File: src/rtl/netbus_tx5_if.sv
// NetBus flit link: one flit bus with valid/ready handshake.
// master drives data/valid, slave drives ready.
interface netbus_tx5_if #(
  parameter int unsigned FW = 50
);
  logic [FW-1:0] data;
  logic          valid;
  logic          ready;

  modport master (output data, output valid, input ready);
  modport slave  (input data, input valid, output ready);
endinterface

File: src/rtl/netbus_tx5.sv
// NetBus 1-to-5 frame distributor: routes whole frames by the header dest field into per-port 2-entry buffers.
// Optional macro NETBUS_TX_DROP_CNT_EN adds DROP_CNT/DROP_CLR (count of discarded frames).
module netbus_tx5 #(
  parameter int unsigned DATA_WIDTH = 4,
  parameter int unsigned DEST_LSB   = 1
) (
  input  logic             WCLK,
  input  logic             RESETn,
  netbus_tx5_if.slave      w,
  netbus_tx5_if.master     t0,
  netbus_tx5_if.master     t1,
  netbus_tx5_if.master     t2,
  netbus_tx5_if.master     t3,
  netbus_tx5_if.master     t4
`ifdef NETBUS_TX_DROP_CNT_EN
  ,
  output logic [15:0]      DROP_CNT,
  input  logic [0:0]       DROP_CLR
`endif
);

  localparam int unsigned FW = DATA_WIDTH * 9 + 14;
  localparam int unsigned NP = 5;

  typedef enum logic [1:0] {S_IDLE, S_FWD, S_DROP} state_t;

  state_t          r_state;
  logic [2:0]      r_cur;
  logic [FW-1:0]   r_e0 [NP];
  logic [FW-1:0]   r_e1 [NP];
  logic [1:0]      r_cnt [NP];
  logic [NP-1:0]   r_vld;

  logic [FW-1:0]   w_nxt_e0 [NP];
  logic [FW-1:0]   w_nxt_e1 [NP];
  logic [1:0]      w_nxt_cnt [NP];
  logic [NP-1:0]   w_tready;
  logic [NP-1:0]   w_full;
  logic [7:0]      w_room;
  logic [2:0]      w_dest;
  logic            w_dest_ok;
  logic            w_last;
  logic [2:0]      w_port;
  logic            w_fwd;
  logic            w_ready_c;
  logic            w_acc;
  logic [NP-1:0]   w_push;
  logic [NP-1:0]   w_pop;

  assign w_tready  = {t4.ready, t3.ready, t2.ready, t1.ready, t0.ready};
  assign w_dest    = w.data[DEST_LSB +: 3];
  assign w_dest_ok = (w_dest < 3'd5);
  assign w_last    = w.data[0];

  // A full buffer can still take a flit when its head leaves this cycle
  always_comb begin
    w_full = '0;
    for (int k = 0; k < NP; k++) w_full[k] = (r_cnt[k] == 2'd2);
  end
  assign w_room = {3'b000, ~w_full | w_tready};

  // Ready depends only on state, header dest and port room, never on valid
  always_comb begin
    w_port    = r_cur;
    w_fwd     = 1'b0;
    w_ready_c = 1'b1;
    case (r_state)
      S_IDLE: begin
        w_port    = w_dest;
        w_fwd     = w_dest_ok;
        w_ready_c = w_dest_ok ? w_room[w_dest] : 1'b1;
      end
      S_FWD: begin
        w_fwd     = 1'b1;
        w_ready_c = w_room[r_cur];
      end
      default: ;
    endcase
    w_ready_c = w_ready_c & RESETn;
  end

  assign w.ready = w_ready_c;
  assign w_acc   = w.valid & w_ready_c;

  always_comb begin
    w_push = '0;
    w_pop  = '0;
    for (int k = 0; k < NP; k++) begin
      w_push[k] = w_acc & w_fwd & (w_port == 3'(k));
      w_pop[k]  = r_vld[k] & w_tready[k];
    end
  end

  // Two-entry buffer: e0 is always the head so TDATA comes straight from a register
  always_comb begin
    for (int k = 0; k < NP; k++) begin
      w_nxt_e0[k]  = r_e0[k];
      w_nxt_e1[k]  = r_e1[k];
      w_nxt_cnt[k] = r_cnt[k];
      case ({w_push[k], w_pop[k]})
        2'b10: begin
          if (r_cnt[k] == 2'd0) w_nxt_e0[k] = w.data;
          else                  w_nxt_e1[k] = w.data;
          w_nxt_cnt[k] = r_cnt[k] + 2'd1;
        end
        2'b01: begin
          w_nxt_e0[k]  = r_e1[k];
          w_nxt_cnt[k] = r_cnt[k] - 2'd1;
        end
        2'b11: begin
          if (r_cnt[k] == 2'd1) begin
            w_nxt_e0[k] = w.data;
          end else begin
            w_nxt_e0[k] = r_e1[k];
            w_nxt_e1[k] = w.data;
          end
        end
        default: ;
      endcase
    end
  end

  always_ff @(posedge WCLK or negedge RESETn) begin
    if (!RESETn) begin
      for (int k = 0; k < NP; k++) begin
        r_e0[k]  <= '0;
        r_e1[k]  <= '0;
        r_cnt[k] <= '0;
      end
      r_vld <= '0;
    end else begin
      for (int k = 0; k < NP; k++) begin
        r_e0[k]  <= w_nxt_e0[k];
        r_e1[k]  <= w_nxt_e1[k];
        r_cnt[k] <= w_nxt_cnt[k];
        r_vld[k] <= (w_nxt_cnt[k] != 2'd0);
      end
    end
  end

  // Frame tracking: header picks the port (or drop), last flag closes the frame
  always_ff @(posedge WCLK or negedge RESETn) begin
    if (!RESETn) begin
      r_state <= S_IDLE;
      r_cur   <= '0;
    end else if (w_acc) begin
      case (r_state)
        S_IDLE: begin
          if (w_dest_ok) begin
            r_cur <= w_dest;
            if (!w_last) r_state <= S_FWD;
          end else if (!w_last) begin
            r_state <= S_DROP;
          end
        end
        S_FWD:   if (w_last) r_state <= S_IDLE;
        S_DROP:  if (w_last) r_state <= S_IDLE;
        default: r_state <= S_IDLE;
      endcase
    end
  end

  assign t0.data = r_e0[0];  assign t0.valid = r_vld[0];
  assign t1.data = r_e0[1];  assign t1.valid = r_vld[1];
  assign t2.data = r_e0[2];  assign t2.valid = r_vld[2];
  assign t3.data = r_e0[3];  assign t3.valid = r_vld[3];
  assign t4.data = r_e0[4];  assign t4.valid = r_vld[4];

`ifdef NETBUS_TX_DROP_CNT_EN
  logic        w_drop_hdr;
  logic [15:0] r_drop_cnt;

  assign w_drop_hdr = w_acc & (r_state == S_IDLE) & ~w_dest_ok;

  // Saturating count of discarded frames; clear has priority
  always_ff @(posedge WCLK or negedge RESETn) begin
    if (!RESETn)                               r_drop_cnt <= '0;
    else if (DROP_CLR[0])                      r_drop_cnt <= '0;
    else if (w_drop_hdr && r_drop_cnt != 16'hFFFF) r_drop_cnt <= r_drop_cnt + 16'd1;
  end

  assign DROP_CNT = r_drop_cnt;
`endif

endmodule

File: src/flat_wrapper.sv
// flat-port wrapper written by rule: the top's interface ports become plain ports
module netbus_tx5_flat 
#(
  parameter int unsigned DATA_WIDTH = 4,
  parameter int unsigned DEST_LSB   = 1
)
  (WCLK, RESETn, w_data, w_valid, w_ready, t0_data, t0_valid, t0_ready, t1_data, t1_valid, t1_ready, t2_data, t2_valid, t2_ready, t3_data, t3_valid, t3_ready, t4_data, t4_valid, t4_ready);
  netbus_tx5_if #(.FW(((4) * 9 + 14))) w_i ();
  netbus_tx5_if #(.FW(((4) * 9 + 14))) t0_i ();
  netbus_tx5_if #(.FW(((4) * 9 + 14))) t1_i ();
  netbus_tx5_if #(.FW(((4) * 9 + 14))) t2_i ();
  netbus_tx5_if #(.FW(((4) * 9 + 14))) t3_i ();
  netbus_tx5_if #(.FW(((4) * 9 + 14))) t4_i ();
  input  logic WCLK;
  input  logic RESETn;
  input wire logic [$bits(w_i.data)-1:0] w_data;
  input wire logic [$bits(w_i.valid)-1:0] w_valid;
  output wire logic [$bits(w_i.ready)-1:0] w_ready;
  output wire logic [$bits(t0_i.data)-1:0] t0_data;
  output wire logic [$bits(t0_i.valid)-1:0] t0_valid;
  input wire logic [$bits(t0_i.ready)-1:0] t0_ready;
  output wire logic [$bits(t1_i.data)-1:0] t1_data;
  output wire logic [$bits(t1_i.valid)-1:0] t1_valid;
  input wire logic [$bits(t1_i.ready)-1:0] t1_ready;
  output wire logic [$bits(t2_i.data)-1:0] t2_data;
  output wire logic [$bits(t2_i.valid)-1:0] t2_valid;
  input wire logic [$bits(t2_i.ready)-1:0] t2_ready;
  output wire logic [$bits(t3_i.data)-1:0] t3_data;
  output wire logic [$bits(t3_i.valid)-1:0] t3_valid;
  input wire logic [$bits(t3_i.ready)-1:0] t3_ready;
  output wire logic [$bits(t4_i.data)-1:0] t4_data;
  output wire logic [$bits(t4_i.valid)-1:0] t4_valid;
  input wire logic [$bits(t4_i.ready)-1:0] t4_ready;
  assign w_i.data = w_data;
  assign w_i.valid = w_valid;
  assign w_ready = w_i.ready;
  assign t0_data = t0_i.data;
  assign t0_valid = t0_i.valid;
  assign t0_i.ready = t0_ready;
  assign t1_data = t1_i.data;
  assign t1_valid = t1_i.valid;
  assign t1_i.ready = t1_ready;
  assign t2_data = t2_i.data;
  assign t2_valid = t2_i.valid;
  assign t2_i.ready = t2_ready;
  assign t3_data = t3_i.data;
  assign t3_valid = t3_i.valid;
  assign t3_i.ready = t3_ready;
  assign t4_data = t4_i.data;
  assign t4_valid = t4_i.valid;
  assign t4_i.ready = t4_ready;
  netbus_tx5 #(.DATA_WIDTH(DATA_WIDTH), .DEST_LSB(DEST_LSB)) u_core (.WCLK(WCLK), .RESETn(RESETn), .w(w_i), .t0(t0_i), .t1(t1_i), .t2(t2_i), .t3(t3_i), .t4(t4_i));
endmodule
File: config.mk
export PLATFORM = sky130hd
export DESIGN_NAME = netbus_tx5_flat
export DESIGN_NICKNAME = d
export VERILOG_FILES = /design/src/rtl/netbus_tx5_if.sv /design/src/rtl/netbus_tx5.sv /design/src/flat_wrapper.sv
export SDC_FILE = /design/constraint.sdc
export NUM_CORES = 1
export LEC_CHECK = 0
export CAP_MARGIN = 20
export CELL_PAD_IN_SITES_DETAIL_PLACEMENT = 1
export CELL_PAD_IN_SITES_GLOBAL_PLACEMENT = 2
export CORE_MARGIN = 2
export CORE_UTILIZATION = 39
export DETAILED_ROUTE_END_ITERATION = 10
export HOLD_SLACK_MARGIN = 0.05
export PLACE_DENSITY = 0.85
export SYNTH_ARGS = -nofsm -noshare
export SYNTH_HDL_FRONTEND = slang
export SYNTH_SLANG_ARGS = --single-unit
File: constraint.sdc
create_clock -name WCLK -period 6.15 [get_ports WCLK]
set_input_delay 1.23 -clock WCLK [delete_from_list [all_inputs] [get_ports WCLK]]
set_output_delay 1.23 -clock WCLK [all_outputs]
set_load 0.01 [all_outputs]
==> key figures, run 1 <==
Synth
  • Post-Syn Nets: 2009
  • Post-synth EDFFs: 0
  • Top cells by count, synth: dfrtp_1 (520), a21oi_1 (264), nor2_1 (260)
  • Mapped Area: 22000 sq um
  • Most common cell in the netlist: dfrtp_1
  • Number of synthesized register bits: 520
  • Area contributors post-synth: dfrtp_1 (59%), mux2_2 (12%), a22oi_1 (8.5%)
  • Mean Syn Cell Area: 11.5 sq um
  • Most area-hungry cell type in the Yosys netlist: dfrtp_1
  • Synth Flop Type: dfrtp_1
  • Synth async-reset ratio: 1.00
  • Sequential area share after synthesis: 0.593
  • Synth Instances: 1913
  • Post-synth top area share: 0.593
  • Yosys cell types: 40
  • Total number of yosys warnings: 0

Routing
  • Detailed-route via count: 16.2k
  • Total routed wirelength: 68.1 mm
  • Final ANT Viol Nets: 0
  • Drt pass-1 iters: 5
  • DR WL/cell: 23.3 um
  • Vias/cell: 5.54
  • Iteration-0 DRC Markers: 1233
  • DRC Markers: 0

Global route
  • Vias in the first global route: 17.0k
  • Global-route wire length before repair: 104 mm
  • Largest net degree at the start of global routing: 170
  • Total gr overflow: 0
  • Initial antenna violation count: 0
  • Global Route Usage Sum: 0.235

Final layout
  • Post-route cell area: 27600 sq um
  • # diodes: 0
  • P&R area growth vs syn: 25.7%
  • Final nets: 2235
  • Proportion of layout cells with a drive suffix above 1: 0.178
  • Fin cells: 2925

Placed design
  • DP Worst Slack: 936 ps
  • Port buffer count: 313
  • GPL Wtd Cong: 0.834
  • Placed insts: 2831
  • Post-DP HPWL: 44.7 mm
  • Placed inst area: 25800 sq um

Floorplanning
  • Core Footprint: 55400 sq um
  • Die footprint: 58200 sq um
  • Die height: 241 um
  • # rows: 86
  • Die Width: 241 um
  • Num ports: 314
  • Initial core utilization: 0.396

Clock network
  • TritonCTS clock tree: done
  • Worst-path clk slew: 60 ps
  • Post CTS Setup Buffer Count: 0
  • Bufs on Longest Clock Path: 3
  • Num CTS Buffers: 53
  • Root Buffer Master: clkbuf_16
  • Post-CTS sizing: 0
  • TritonCTS Sinks: 520
  • Latest clock arrival within the worst-skew pair: 600 ps
  • H-tree levels: 2
  • Hold_buf cts: 0

Power
  • Pwr Density: 517 nW/um^2
  • Max VDD drop: 0.279 mV
  • Static leakage: 12.5 nW

STA
  • Slew HR: 0.347
  • Tightest Pin Transition: 979 ps
  • Setup WS post-layout: 1260 ps
  • Worst Skew: 14.9 ps
  • WHS: 484 ps
  • Max-slew violations: 0
  • Setup violations, final: 0
  • Min cycle time layout: 4890 ps
  • Fin Setup TNS: 0 ps
  • RSZ-0062 raised after global routing: no
  • Final Hold Vio Count: 0
  • Fmax: 205 MHz
  • Tcrit/Tclk final: 0.795

Job
  • Number of max-cap violations: 0

Setup path
  • WP data arrival: 3660 ps
  • Worst-path maximum fanout: 15
  • CP required: 4920 ps
  • Crit end category: output port
  • CP Class: in -> out
  • Worst setup SP type: input pin

Min path
  • Worst Hold Class: reg -> reg

Status
  • Status: finished clean
## power by group
group | switching [mW] | internal, mW
combinational | 2.30 | 2.64
clock | 1.36 | 1.92
sequential | 1.03 | 5.01
## registers in the layout (all words and copies together) (netlist names), 3 cells and up
name	cells
u_core.r_cur	3
u_core.t2.data	50
u_core.r_e1	250
u_core.r_cnt	10
u_core.t0.data	50
u_core.r_vld	5
u_core.t1.data	50
u_core.t3.data	50
u_core.t4.data	50
## layout make-up
type                            count  area (sq um)
Inverter                           33           124
Clock buffer                       83          1620
Timing Repair Buffer              350          3540
Clock inverter                     10           140
Sequential cell                   520         13000
Fill cell                        5745         27800
Multi-Input combinational cell   1181          8240
Tap cell                          748           936
## critical path: stages
cell             delay [ps]
clkdlybuf4s50_1         750
nor4b_1                 440
o22ai_1                 130
a31oi_1                 260
and2_4                  270
nor2b_1                  90
clkdlybuf4s50_1         490
## cell usage in the layout (no fill, tap or decap), types with 6 or more instances in the layout
master	netlist	layout
a21oi_1	264	259
a22oi_1	250	250
buf_12	0	8
buf_4	0	28
clkbuf_1	129	12
clkbuf_16	0	53
clkbuf_8	0	18
clkdlybuf4s50_1	0	312
clkinv_2	0	6
dfrtp_1	520	520
ha_1	38	38
inv_1	33	33
mux2_2	243	243
mux2i_1	6	6
nand2_1	43	38
nor2_1	260	255
o211ai_1	7	7
o21ai_0	22	22
## stage by stage
step / power [mW] / util
final: 14.3 / 0.498
after CTS: 14.4 / 0.498
after global routing: 15.1 / 0.498
after detailed placement: 11.0 / 0.466
after global placement: 10.8 / 0.466
after floorplan: 8.27 / -
## final timing paths
path                                                from                              to  slack (ps)  cells past startpoint
setup / recovery                               w_data[2]                         w_ready        1260                      7
hold / removal               u_core.r_e1[51]$_DFFE_PN0P_     u_core.r_e1[51]$_DFFE_PN0P_         480                      2
setup reg to reg           u_core.r_state[1]$_DFFE_PN0P_  u_core.t0.data[14]$_DFFE_PN0P_        2080                     13
hold reg to reg              u_core.r_e1[51]$_DFFE_PN0P_     u_core.r_e1[51]$_DFFE_PN0P_         480                      2
max in group asynchronous                         RESETn  u_core.t1.data[12]$_DFFE_PN0P_        3430                      3
min in group asynchronous                         RESETn    u_core.r_e1[139]$_DFFE_PN0P_         510                      1
## layer usage
metal | GRT usage | routed length, um | up-vias
met5 | 0 | 0 | -
met4 | 0.0733 | 2030 | 0
met3 | 0.0378 | 3230 | 103
met2 | 0.397 | 34000 | 391
met1 | 0.310 | 28900 | 8448
li1 | - | - | 7248
## logic make-up after synthesis
| group | after synthesis | share of synthesized area |
|---|---|---|
| and+or+nand+nor | 336 | 0.0622 |
| buffers and inverters | 212 | 0.0370 |
| adders and majority gates | 38 | 0.0217 |
| DFF | 520 | 0.593 |
| AOI/OAI and AO/OA | 558 | 0.159 |
| muxes | 249 | 0.127 |
(Power assumes the default switching activity.)
==> inputs of run 2 (changes only) <==
--- a/config.mk
+++ b/config.mk
@@ -9,10 +9,10 @@
 export CELL_PAD_IN_SITES_DETAIL_PLACEMENT = 1
 export CELL_PAD_IN_SITES_GLOBAL_PLACEMENT = 2
 export CORE_MARGIN = 2
-export CORE_UTILIZATION = 39
+export CORE_UTILIZATION = 33
 export DETAILED_ROUTE_END_ITERATION = 10
 export HOLD_SLACK_MARGIN = 0.05
-export PLACE_DENSITY = 0.85
+export PLACE_DENSITY = 0.77
 export SYNTH_ARGS = -nofsm -noshare
 export SYNTH_HDL_FRONTEND = slang
 export SYNTH_SLANG_ARGS = --single-unit
==> constraint.sdc (replaced) <==
create_clock -name WCLK -period 4 [get_ports WCLK]
set_input_delay 0.8 -clock WCLK [delete_from_list [all_inputs] [get_ports WCLK]]
set_output_delay 0.8 -clock WCLK [all_outputs]
set_load 0.01 [all_outputs]
==> run 2 against run 1 <==
  * Routed wire length up 3.3%
  * First-iteration DRC count shrank 9.2%
  * Design area rose by 3.6%
  * Utilization shrank 6.4 points
  * Via count is essentially flat
  * Largest cell class unchanged
  * Hold slack lost 170 ps
  * Die area increased by 18%
  * Sequential cell count is the same
  * Power up 58%
  * Setup slack got worse by 1000 ps
  * Clock power grew 67%
  * Sequential power up 54%
  * Critical path type unchanged
  * Highest routed layer unchanged
==> key figures, run 2 (same netlist as run 1, synthesis figures left out) <==
Setup path
  • Crit-path slowest cell: clkdlybuf4s50_1
  • WP data arrival: 2970 ps
  • CP Class: in -> out
  • CP max stage delay: 620 ps
  • Top delay family on crit path: buffers and inverters
  • CP dominant cell by count: clkdlybuf4s50_1
  • CP required: 3200 ps
  • Worst setup SP type: input pin
  • Cell-by-cell trace of the critical path: clkdlybuf4s50_1 > inv_1 > a41oi_1 > a31oi_1 > and2_4 > buf_4 > nor2b_1 > clkdlybuf4s50_1
  • Buf+Inv Stages, Crit Path: 4
  • Worst-path maximum fanout: 8
  • Crit end category: output port

Global route
  • Global-route wire length before repair: 106 mm
  • Met3 Use GR: 0.0368
  • Met1 usage: 0.262
  • Largest net degree at the start of global routing: 191
  • Met2 usage: 0.345
  • Initial antenna violation count: 2
  • Total gr overflow: 0
  • Gr busiest metal: met2
  • Vias in the first global route: 17.3k
  • Global Route Usage Sum: 0.204

Clock network
  • Root Buffer Master: clkbuf_16
  • Latest clock arrival within the worst-skew pair: 630 ps
  • TritonCTS Sinks: 520
  • TritonCTS clock tree: done
  • Num CTS Buffers: 57
  • Hold_buf cts: 0
  • Post-CTS sizing: 0
  • Bufs on Longest Clock Path: 3
  • H-tree levels: 2
  • Post CTS Setup Buffer Count: 0
  • Worst-path clk slew: 60 ps

Routing
  • Detailed-route via count: 16.2k
  • Total routed wirelength: 70.4 mm
  • Drt pass-1 iters: 6
  • Vias/cell: 5.23
  • DRC Markers: 0
  • Final ANT Viol Nets: 0
  • Iteration-0 DRC Markers: 1120
  • DR WL/cell: 22.7 um

STA
  • WHS: 310 ps
  • Slew HR: 0.285
  • Setup violations, final: 0
  • Final Hold Vio Count: 0
  • Fmax: 265 MHz
  • Worst Skew: 36.0 ps
  • Max-slew violations: 0
  • Min cycle time layout: 3770 ps
  • Setup WS post-layout: 227 ps
  • RSZ-0062 raised after global routing: no
  • Tcrit/Tclk final: 0.943
  • Tightest Pin Transition: 1070 ps

Final layout
  • Max reg flops: 250
  • Final nets: 2282
  • Final Core Density: 0.434
  • P&R area growth vs syn: 30.3%
  • Leading cell type in the layout, fill and taps excluded: dfrtp_1
  • Top reg by flops: u_core.r_e1
  • Post-route cell area: 28600 sq um
  • Most frequent cells in the layout: dfrtp_1 (520), clkdlybuf4s50_1 (312), a21oi_1 (259), nor2_1 (255), a22oi_1 (250)
  • Proportion of layout cells with a drive suffix above 1: 0.201
  • # fillers: 6943

Floorplanning
  • Num ports: 314
  • # rows: 94
  • Die height: 262 um
  • Core Footprint: 65900 sq um
  • Initial core utilization: 0.333
  • Die Width: 262 um
  • Die footprint: 68600 sq um

Min path
  • Worst Hold Class: in -> async

Status
  • Status: finished clean

Placed design
  • Placed inst area: 26600 sq um
  • Post-DP HPWL: 47.1 mm
  • DP Worst Slack: -301 ps
  • GPL Wtd Cong: 0.814
  • Port buffer count: 313

Power
  • Pwr Density: 789 nW/um^2
  • Static leakage: 12.9 nW
  • Max VDD drop: 0.364 mV

Job
  • Number of max-cap violations: 0
run 2: changes by cell type in the layout (fill, tap and decap cells not counted), sizes merged:
| cell | previous run | this run |
|---|---|---|
| buf | 38 | 81 |
| bufinv | 3 | 4 |
| clkbuf | 83 | 87 |
| clkinv | 6 | 12 |
| clkinvlp | 0 | 2 |
| diode | 0 | 1 |
run 2: final timing paths:
kind                                       startpoint                           end  slack, ps  cells after the start
setup reg to reg            u_core.r_cnt[4]$_DFF_PN0_  u_core.r_e1[100]$_DFFE_PN0P_        250                     13
max in group asynchronous                      RESETn   u_core.r_e1[75]$_DFFE_PN0P_       2140                      3
hold reg to reg            u_core.r_e1[1]$_DFFE_PN0P_    u_core.r_e1[1]$_DFFE_PN0P_        490                      2
min in group WCLK          u_core.r_e1[1]$_DFFE_PN0P_    u_core.r_e1[1]$_DFFE_PN0P_        490                      2
hold / removal                                 RESETn     u_core.r_cnt[2]$_DFF_PN0_        310                      2
setup / recovery                            w_data[1]                       w_ready        230                      8
run 2: metrics by stage:
step                setup TNS, ps  total power, mW  cells
floorplan                       0             12.7   1913
global placement           -14330             16.8   2991
detailed placement         -47690             17.2   2991
CTS                             0             22.8   3097
global route                    0             23.9   3098
finish                          0             22.6   3098
run 2: final cells by class:
cell class / instances / area [sq um] / area share
diodes: 1 / 2.50 / 0.0000875
clock buffers: 87 / 1760 / 0.0615
clock inverters: 19 / 229 / 0.00800
inverters: 33 / 124 / 0.00433
multi-input cells: 1181 / 8240 / 0.288
flip-flops and latches: 520 / 13000 / 0.455
well taps: 864 / 1080 / 0.0378
repair buffers: 393 / 4150 / 0.145
run 2: worst reg2reg max path, stage by stage, from the launching register on:
cell and delay, ps:
dfrtp_1 410, inv_1 100, ha_1 240, inv_1 60, o311a_1 340, o311ai_2 290, and2_4 220, nor4_1 70
buf_4 160, ha_1 220, buf_4 160, o211ai_1 510, buf_4 450, mux2_2 400
run 2: routing by layer:
layer | vias up | wire length (um)
met2 | 391 | 34700
met5 | - | 0
met4 | 0 | 2380
li1 | 7333 | -
met3 | 119 | 3400
met1 | 8357 | 29900
run 2: where the power goes:
| group | internal [mW] | leakage (nW) | switching (mW) |
|---|---|---|---|
| combinational | 4.22 | 5.44 | 3.52 |
| clock | 3.28 | 0.985 | 2.20 |
| sequential | 7.71 | 6.50 | 1.63 |
| total | 15.2 | 12.9 | 7.35 |
==> inputs of run 3 (changes only) <==
--- a/config.mk
+++ b/config.mk
@@ -9,10 +9,12 @@
 export CELL_PAD_IN_SITES_DETAIL_PLACEMENT = 1
 export CELL_PAD_IN_SITES_GLOBAL_PLACEMENT = 2
 export CORE_MARGIN = 2
-export CORE_UTILIZATION = 33
+export CORE_UTILIZATION = 39
 export DETAILED_ROUTE_END_ITERATION = 10
 export HOLD_SLACK_MARGIN = 0.05
-export PLACE_DENSITY = 0.77
+export PLACE_DENSITY = 0.85
+export REMOVE_ABC_BUFFERS = 1
+export SLEW_MARGIN = 15
 export SYNTH_ARGS = -nofsm -noshare
 export SYNTH_HDL_FRONTEND = slang
 export SYNTH_SLANG_ARGS = --single-unit
==> constraint.sdc (replaced) <==
create_clock -name WCLK -period 4.5 [get_ports WCLK]
set_input_delay 0.9 -clock WCLK [delete_from_list [all_inputs] [get_ports WCLK]]
set_output_delay 0.9 -clock WCLK [all_outputs]
set_load 0.01 [all_outputs]
==> run 3 against run 2 <==
  * Die area down 15%
  * Clock skew down 16 ps
  * Clock power down 15%
  * Critical path depth down 1
  * Global-route usage up 3.8 points
  * First-iteration DRC count down 8.9%
  * Critical path type unchanged
  * Largest cell class unchanged
  * Largest power group unchanged
==> key figures, run 3 (same netlist as run 1, synthesis figures left out) <==
Status
  • Status: finished clean

Clock network
  • Bufs on Longest Clock Path: 3
  • Root Buffer Master: clkbuf_16
  • H-tree levels: 2
  • Post-CTS sizing: 0
  • Worst-path clk slew: 60 ps
  • TritonCTS clock tree: done
  • Latest clock arrival within the worst-skew pair: 620 ps
  • Hold_buf cts: 0
  • Post CTS Setup Buffer Count: 0
  • Num CTS Buffers: 56
  • TritonCTS Sinks: 520

Routing
  • Drt pass-1 iters: 5
  • Total routed wirelength: 70.1 mm
  • Vias/cell: 5.56
  • Iteration-0 DRC Markers: 1020
  • DRC Markers: 0
  • Final ANT Viol Nets: 0
  • Detailed-route via count: 16.4k
  • DR WL/cell: 23.7 um

Setup path
  • CP dominant cell by count: clkdlybuf4s50_1
  • WP data arrival: 3100 ps
  • CP Class: in -> out
  • Worst setup SP type: input pin
  • CP required: 3600 ps
  • Cell-by-cell trace of the critical path: clkdlybuf4s50_1 > nor4b_1 > o22ai_1 > a31oi_1 > and2_4 > nor2b_1 > clkdlybuf4s50_1
  • Worst R2R Setup Slack: 680 ps
  • Crit-path slowest cell: clkdlybuf4s50_1
  • Worst-path maximum fanout: 7
  • CP max stage delay: 540 ps
  • Crit end category: output port

Floorplanning
  • Die footprint: 58200 sq um
  • Num ports: 314
  • Die height: 241 um
  • # rows: 86
  • Core Footprint: 55400 sq um
  • Die Width: 241 um
  • Initial core utilization: 0.396

Final layout
  • Final nets: 2259
  • Most frequent cells in the layout: dfrtp_1 (520), clkdlybuf4s50_1 (312), a21oi_1 (259), nor2_1 (255), a22oi_1 (250)
  • Final Core Density: 0.507
  • Leading cell type in the layout, fill and taps excluded: dfrtp_1
  • Proportion of layout cells with a drive suffix above 1: 0.189
  • P&R area growth vs syn: 27.9%
  • Multi-input gate area: 8240 sq um
  • Top reg by flops: u_core.r_e1
  • # diodes: 0
  • Max reg flops: 250
  • Register Area: 13000 sq um
  • # fillers: 5701

STA
  • Slew HR: 0.331
  • Setup violations, final: 0
  • RSZ-0062 raised after global routing: no
  • Fmax: 250 MHz
  • Max-slew violations: 0
  • Worst Skew: 20.2 ps
  • Setup WS post-layout: 505 ps
  • Tcrit/Tclk final: 0.888
  • Tightest Pin Transition: 1000 ps
  • Final Hold Vio Count: 0
  • Min cycle time layout: 4000 ps

Global route
  • Global Route Usage Sum: 0.241
  • Total gr overflow: 0
  • Largest net degree at the start of global routing: 174
  • Initial antenna violation count: 1
  • Global-route wire length before repair: 107 mm
  • Vias in the first global route: 17.8k

Power
  • Total Power Consumption: 19.9 mW
  • Max VDD drop: 0.374 mV
  • Static leakage: 12.7 nW
  • Pwr Density: 707 nW/um^2

Placed design
  • GPL Wtd Cong: 0.819
  • Port buffer count: 313
  • DP Worst Slack: 104 ps
  • Post-DP HPWL: 45.2 mm

Job
  • Number of max-cap violations: 0

Min path
  • Worst Hold Class: in -> async
run 3: changes by cell type in the layout (fill, tap and decap cells not counted):
cell	previous run	this run
ha_2	1	0
clkinv_8	0	1
inv_16	0	1
clkinv_16	1	0
buf_4	47	31
clkbuf_16	58	56
clkbuf_8	20	15
diode_2	1	0
buf_12	33	27
clkinvlp_4	2	1
ha_1	37	38
clkbuf_1	9	14
inv_8	0	1
bufinv_16	4	3
run 3: final cells by class:
type,count,share of cell area
Clock buffer,85,0.0591
Clock inverter,19,0.00744
Inverter,33,0.00441
Multi-Input combinational cell,1181,0.293
Sequential cell,520,0.463
Tap cell,748,0.0333
Timing Repair Buffer,371,0.139
run 3: worst max-delay path, delay by kind of cell:
kind | cells | cell delay (ps)
AOI/OAI and AO/OA | 2 | 390
buffers and inverters | 2 | 1030
and+or+nand+nor | 3 | 770
run 3: final timing paths:
path	startpoint	endpoint	cells after the start
min in group WCLK	u_core.r_e1[151]$_DFFE_PN0P_	u_core.r_e1[151]$_DFFE_PN0P_	2
worst min register to register	u_core.r_e1[151]$_DFFE_PN0P_	u_core.r_e1[151]$_DFFE_PN0P_	2
max in group asynchronous	RESETn	u_core.r_e1[176]$_DFFE_PN0P_	3
worst max-delay path	w_data[2]	w_ready	7
worst max register to register	u_core.r_state[1]$_DFFE_PN0P_	u_core.r_e1[126]$_DFFE_PN0P_	13
worst min-delay path	RESETn	u_core.t4.data[18]$_DFFE_PN0P_	1
run 3: through the flow:
step	instance area, sq um	hold slack [ps]	setup TNS [ps]	cells
6_report	28100	124	0	2957
5_1_grt	28100	114	0	2957
4_1_cts	28100	110	0	2957
3_5_place_dp	26200	475	0	2853
3_3_place_gp	26200	466	0	2853
2_1_floorplan	21300	450	-572810	1734
run 3: per-layer routing:
| metal | share of wire | up-vias | track usage |
|---|---|---|---|
| met5 | 0.00019 | - | 0 |
| met4 | 0.029 | 2 | 0.0765 |
| met3 | 0.052 | 116 | 0.0483 |
| met2 | 0.49 | 404 | 0.401 |
| met1 | 0.43 | 8640 | 0.318 |
| li1 | - | 7279 | - |
run 3: where the power goes:
| group | internal (mW) | switching (mW) |
|---|---|---|
| combinational | 3.68 | 3.18 |
| clock | 2.72 | 1.95 |
| sequential | 6.85 | 1.50 |
| total | 13.2 | 6.62 |
